<file path="config.mk">
export PLATFORM = sky130hd
export DESIGN_NAME = multicycle_alu
export DESIGN_NICKNAME = d
export VERILOG_FILES = /design/src/rtl/multicycle_alu.sv
export SDC_FILE = /design/constraint.sdc
export NUM_CORES = 1
export LEC_CHECK = 0
export CORE_MARGIN = 1
export CORE_UTILIZATION = 40
export DETAILED_ROUTE_END_ITERATION = 6
export PLACE_DENSITY_LB_ADDON = 0.25
export SYNTH_ARGS = -nofsm -noshare
export SYNTH_HDL_FRONTEND = slang
export SYNTH_SLANG_ARGS = --single-unit
</file>
<file path="constraint.sdc">
create_clock -name clk -period 13.2 [get_ports clk]
set_input_delay 2.64 -clock clk [delete_from_list [all_inputs] [get_ports clk]]
set_output_delay 2.64 -clock clk [all_outputs]
set_load 0.03 [all_outputs]
</file>
<file path="src/rtl/multicycle_alu.sv">
// multicycle_alu: execute-stage ALU.
// Logic and arithmetic ops finish in one cycle. SLL/SRL use a 1-bit-per-cycle
// shifter behind a start/busy/done handshake. ALUResult and Zero are registered
// and held between completions.
// Optional feature: define MULTICYCLE_ALU_OVERFLOW_EN to add a registered
// Overflow output for signed ADD/SUB.
module multicycle_alu #(
    parameter int unsigned DATA_WIDTH  = 32,
    parameter int unsigned SHAMT_WIDTH = 5
) (
    input  logic                   clk,
    input  logic                   reset,
    input  logic                   start,
    input  logic [3:0]             ALUOperation,
    input  logic [DATA_WIDTH-1:0]  A,
    input  logic [DATA_WIDTH-1:0]  B,
    input  logic [SHAMT_WIDTH-1:0] shamt,
    output logic [DATA_WIDTH-1:0]  ALUResult,
    output logic                   Zero,
    output logic                   busy,
    output logic                   done
`ifdef MULTICYCLE_ALU_OVERFLOW_EN
    ,
    output logic                   Overflow
`endif
);

    localparam logic [3:0] OP_AND = 4'b0000;
    localparam logic [3:0] OP_OR  = 4'b0001;
    localparam logic [3:0] OP_NOR = 4'b0010;
    localparam logic [3:0] OP_ADD = 4'b0011;
    localparam logic [3:0] OP_SUB = 4'b0100;
    localparam logic [3:0] OP_SLL = 4'b0101;
    localparam logic [3:0] OP_SRL = 4'b0110;

    typedef enum logic {
        IDLE,
        SHIFT
    } state_e;

    state_e                 state_q, state_d;
    logic [DATA_WIDTH-1:0]  work_q, work_d;
    logic [SHAMT_WIDTH-1:0] count_q, count_d;
    logic                   dir_left_q, dir_left_d;
    logic [DATA_WIDTH-1:0]  result_q, result_d;
    logic                   zero_q, zero_d;
    logic                   busy_q, busy_d;
    logic                   done_q, done_d;
    logic                   ov_q, ov_d;

    logic [DATA_WIDTH-1:0]  single_result;
    logic                   single_ov;
    logic                   is_shift;
    logic [DATA_WIDTH-1:0]  shifted;

    // Single-cycle result for the current inputs; a shift only lands here when shamt is 0
    always_comb begin
        single_result = '0;
        single_ov     = 1'b0;
        is_shift      = (ALUOperation == OP_SLL) || (ALUOperation == OP_SRL);
        case (ALUOperation)
            OP_AND: single_result = A & B;
            OP_OR:  single_result = A | B;
            OP_NOR: single_result = ~(A | B);
            OP_ADD: begin
                single_result = A + B;
                single_ov     = (A[DATA_WIDTH-1] == B[DATA_WIDTH-1]) &&
                                (single_result[DATA_WIDTH-1] != A[DATA_WIDTH-1]);
            end
            OP_SUB: begin
                single_result = A - B;
                single_ov     = (A[DATA_WIDTH-1] != B[DATA_WIDTH-1]) &&
                                (single_result[DATA_WIDTH-1] != A[DATA_WIDTH-1]);
            end
            OP_SLL, OP_SRL: single_result = B;
            default: single_result = '0;
        endcase
    end

    // One-bit step of the iterative shifter in the latched direction
    always_comb begin
        shifted = dir_left_q ? (work_q << 1) : (work_q >> 1);
    end

    // Next-state logic for the IDLE/SHIFT controller and the result registers
    always_comb begin
        state_d    = state_q;
        work_d     = work_q;
        count_d    = count_q;
        dir_left_d = dir_left_q;
        result_d   = result_q;
        zero_d     = zero_q;
        busy_d     = busy_q;
        done_d     = 1'b0;
        ov_d       = ov_q;
        case (state_q)
            IDLE: begin
                if (start) begin
                    if (is_shift && (shamt != '0)) begin
                        work_d     = B;
                        count_d    = shamt;
                        dir_left_d = (ALUOperation == OP_SLL);
                        busy_d     = 1'b1;
                        state_d    = SHIFT;
                    end else begin
                        result_d = single_result;
                        zero_d   = (single_result == '0);
                        ov_d     = single_ov;
                        done_d   = 1'b1;
                    end
                end
            end
            SHIFT: begin
                work_d  = shifted;
                count_d = count_q - SHAMT_WIDTH'(1);
                if (count_q == SHAMT_WIDTH'(1)) begin
                    result_d = shifted;
                    zero_d   = (shifted == '0);
                    ov_d     = 1'b0;
                    busy_d   = 1'b0;
                    done_d   = 1'b1;
                    state_d  = IDLE;
                end
            end
            default: state_d = IDLE;
        endcase
    end

    // State and output registers; reset aborts any shift without a done pulse
    always_ff @(posedge clk) begin
        if (reset) begin
            state_q    <= IDLE;
            work_q     <= '0;
            count_q    <= '0;
            dir_left_q <= 1'b0;
            result_q   <= '0;
            zero_q     <= 1'b1;
            busy_q     <= 1'b0;
            done_q     <= 1'b0;
            ov_q       <= 1'b0;
        end else begin
            state_q    <= state_d;
            work_q     <= work_d;
            count_q    <= count_d;
            dir_left_q <= dir_left_d;
            result_q   <= result_d;
            zero_q     <= zero_d;
            busy_q     <= busy_d;
            done_q     <= done_d;
            ov_q       <= ov_d;
        end
    end

    assign ALUResult = result_q;
    assign Zero      = zero_q;
    assign busy      = busy_q;
    assign done      = done_q;

`ifdef MULTICYCLE_ALU_OVERFLOW_EN
    assign Overflow = ov_q;
`else
    // Overflow flop is left unobserved when the port is absent
    logic unused_ov;
    assign unused_ov = ov_q;
`endif

endmodule

</file>
==> summary.md <==
| Metric | Value |
|---|---|
| Run status | `finished, final reports clean` |
| Sum of overflow across all layers after global routing | `0` |
| WP data required | `13.46 ns` |
| Synthesized area | `7920 um2` |
| Maximum net fanout on the critical path | `19` |
| Detailed Route WL | `27600 um` |
| Die outline area | `between 20000 and 25000 um2` |
| Count of unresolved DRC violations after routing | `0` |
| Final setup violation count | `0` |
| Cts hold-fix bufs | `0` |
| Overall track demand over capacity in global routing | `between 20% and 30%` |
| Net Switching | `0.303 mW` |
| Lkg Pwr | `between 3 and 4 nW` |
| Simple-gate area share of the yosys netlist | `25.4%` |
| Worst hold-check path type | `reg -> reg` |
| Number of antenna violations at the first check in global routing | `0` |
| Category of the critical setup timing path | `in -> reg` |
| Count of maximum capacitance violations | `0` |
| Achievable frequency | `0.132 GHz` |
| Starting DRC count in detailed routing | `~1200` |
| Clock tree from TritonCTS | `done` |
| I/O pins | `111` |
| Post-synth top flop | `sky130_fd_sc_hd__dfxtp_1` |
| Number of distinct standard cells referenced by the synthesized netlist | `between 70 and 80` |
| Setup repair bufs after CTS | `0` |
| Synth Area in Compound Gates | `33.6%` |
| Inserted Clock Buffers | `9` |
| Kind of capture point of the worst setup path | `flip-flop` |
| CTS max path bufs | `2` |
| Internal power component | `between 0.5 and 0.6 mW` |
| Count of endpoints failing hold in the final timing report | `0` |
| Worst vdd rail ir drop | `about 0.060 mV` |
| Portion of the clock cycle consumed by the worst path in the final layout | `57.4%` |
| Main combinational cell family by area after synthesis | `compound AO/OA/AOI/OAI gates` |
| Skew final | `0.00555 ns` |
| Instance count after placement with tap cells included | `1450` |
| Data arrival time of the critical path | `7.84 ns` |
| CTS resizes | `0` |
| Mapped Cells | `1162` |
| Synthesized-area fraction occupied by adder cells | `6.07%` |
| Pins Over Slew Limit | `0` |
| Ratio of cells with drive above 1 in the final layout | `between 4 and 5%` |
| Area grow syn2layout | `17.2%` |
| Hpwl dp | `20400 um` |
| Setup total negative slack | `0 ns` |
| Die H | `143 um` |
| Net count, final | `1309` |
| Chip width | `143 um` |
| Combined flip-flop and latch cell area | `1480 um2` |
| Vias | `just under 9000` |
| Area taken by multi-input logic gates | `5910 um2` |
| Row count | `51` |
| Cell taking the most area after synthesis | `sky130_fd_sc_hd__dfxtp_1` |
| Sequential area share after synthesis | `18.7%` |
| Antenna diodes | `0` |
| Net count of the mapped netlist | `1275` |
| Average wire length per cell after detail routing | `roughly 19 um` |
| Worst slew margin relative to its limit | `24.3%` |
| Drt pass-1 iters | `6` |
| Commonest non-fill, non-tap cells in the layout | `sky130_fd_sc_hd__nand2_1, sky130_fd_sc_hd__a21oi_1, sky130_fd_sc_hd__clkdlybuf4s50_1, sky130_fd_sc_hd__nor2_1, sky130_fd_sc_hd__o21ai_0` |
| Vias in the first global route | `7793` |
| Number of buffers inserted by port buffering | `110` |
| Clk pwr share | `27.9%` |
| Minimum clock period after layout | `7.58 ns` |
| Core area | `19400 um2` |
| Post-DR vias/cell | `6.05` |
| Share of total power in sequential cells | `30.9%` |
| Antenna viol nets, final | `0` |
| Placer's final routability congestion estimate | `0.963` |
| Most common cell after layout, fill and taps aside | `sky130_fd_sc_hd__nand2_1` |
| Critical Path Source Type | `primary input` |
| Initial core utilization | `approximately two fifths` |
| Total number of clock tree sinks | `between 70 and 80` |
| Post-Synth XOR/XNOR Area | `roughly 6.3%` |
| Mean instance size in the synthesized netlist | `6.81 um2` |
| Buffer cell driving the clock tree root | `sky130_fd_sc_hd__clkbuf_16` |
| Maximum number of pins on one net before global-route repair | `89` |
| Wire length of the first global-routing pass | `43300 um` |
| Finished Layout Cells | `around 1500` |
| Number of synthesized register bits | `74` |
| Unrepaired setup endpoints after global routing | `false` |
| Synth area leaders | `sky130_fd_sc_hd__dfxtp_1, sky130_fd_sc_hd__a21oi_1, sky130_fd_sc_hd__nand2_1` |
| Number of fill cells | `between 2000 and 2500` |
| Source-to-sink clock delay at the later pin of the worst-skew pair | `0.34 ns` |
| Slew @ Worst Pin | `1.13 ns` |
| Proportion of netlist area held by the largest area contributor | `18.7%` |
| EDFF count, synth | `0` |
| Switching portion of total power | `between 30 and 40%` |
| Number of warnings printed during yosys synthesis | `0` |
| Fraction of registers with async set or reset after synthesis | `0%` |
| Number of H-tree levels | `3` |
| Total power divided by cell area | `87.4 nW/um2` |
| Multiplexer share of the synthesized area | `under 10%` |
| Post-CTS clock slew at the launch and capture registers of the worst setup and hold paths | `0.06 ns` |
| Combinational power share | `41.2%` |
worst paths after layout:
kind	cells after the start	end	slack, ns	startpoint
max	14	Zero	5.62	ALUOperation[3]
min	2	ALUResult[5]	0.45	ALUResult[5]
max reg2reg	12	Zero	9.74	state_q
min reg2reg	2	ALUResult[5]	0.45	ALUResult[5]
critical path: stages:
cell,delay [ns]
sky130_fd_sc_hd__clkdlybuf4s50_1,0.70
sky130_fd_sc_hd__or4b_1,0.92
sky130_fd_sc_hd__o21ai_0,0.23
sky130_fd_sc_hd__xor2_1,0.19
sky130_fd_sc_hd__ha_1,0.30
sky130_fd_sc_hd__a21oi_1,0.38
sky130_fd_sc_hd__a31oi_1,0.24
sky130_fd_sc_hd__a21o_1,0.28
sky130_fd_sc_hd__a31oi_1,0.21
sky130_fd_sc_hd__xor2_1,0.29
sky130_fd_sc_hd__o21ai_0,0.22
sky130_fd_sc_hd__or4_1,0.49
sky130_fd_sc_hd__or4_1,0.52
sky130_fd_sc_hd__o31ai_2,0.22
synth_stat cells (25+ instances only):
cell,number
sky130_fd_sc_hd__nand2_1,163
sky130_fd_sc_hd__a21oi_1,143
sky130_fd_sc_hd__mux2i_1,26
sky130_fd_sc_hd__ha_1,36
sky130_fd_sc_hd__o21ai_0,81
sky130_fd_sc_hd__dfxtp_1,74
sky130_fd_sc_hd__nor3_1,45
sky130_fd_sc_hd__xnor2_1,39
sky130_fd_sc_hd__nor2b_1,29
sky130_fd_sc_hd__nor2_1,83
sky130_fd_sc_hd__clkbuf_1,65
sky130_fd_sc_hd__a31oi_1,29
sky130_fd_sc_hd__inv_1,27
sky130_fd_sc_hd__a21o_1,25
through the flow:
stage	utilization [%]	worst slack, ns	power, mW	hold slack (ns)	instance area (um2)
3_3_place_gp	46.5	5.41	0.578	0.440	9010
3_5_place_dp	46.5	5.31	0.580	0.444	9010
6_report	47.8	5.62	0.811	0.445	9280
5_1_grt	47.8	5.36	0.849	0.459	9280
4_1_cts	47.8	5.65	0.804	0.450	9280
2_1_floorplan	-	6.58	0.473	0.466	7920
sequential cells by signal, indices dropped and copies added (netlist names):
signal,flops
dir_left_q,1
busy,1
ALUResult,32
count_q,5
work_q,32
Zero,1
state_q,1
done,1
layer usage:
layer | track usage, % | wire, um
met1 | 40.3 | 12900
met2 | 40.8 | 11800
met3 | 3.29 | 2450
met4 | 7.36 | 463
met5 | 0 | 0
power groups by stage:
stage	registers [mW]	logic (mW)	clock network, mW
after global routing	0.252	0.361	0.237
after global placement	0.255	0.323	0
after detailed placement	0.255	0.325	0
after floorplan	0.265	0.208	0
after CTS	0.250	0.327	0.227
final	0.251	0.334	0.227
area by class of cell:
class / count / share of cell area (%)
inverter: 28 / 1.13
multi-input combinational: 961 / 63.7
clock buffer: 12 / 2.87
timing repair buffer: 122 / 12.7
sequential: 74 / 16.0
tap: 265 / 3.57
cell families (layout without fill, tap and decap cells):
logic type	count (synthesis)	after routing
XOR/XNOR	57	57
AO/OA/AOI/OAI	417	417
AND/OR/NAND/NOR	423	423
flip-flops	74	74
adder cells (fa/ha/maj)	38	38
multiplexers	26	26
buffers and inverters	127	162
Note: power is estimated with default switching activity, not from simulation.
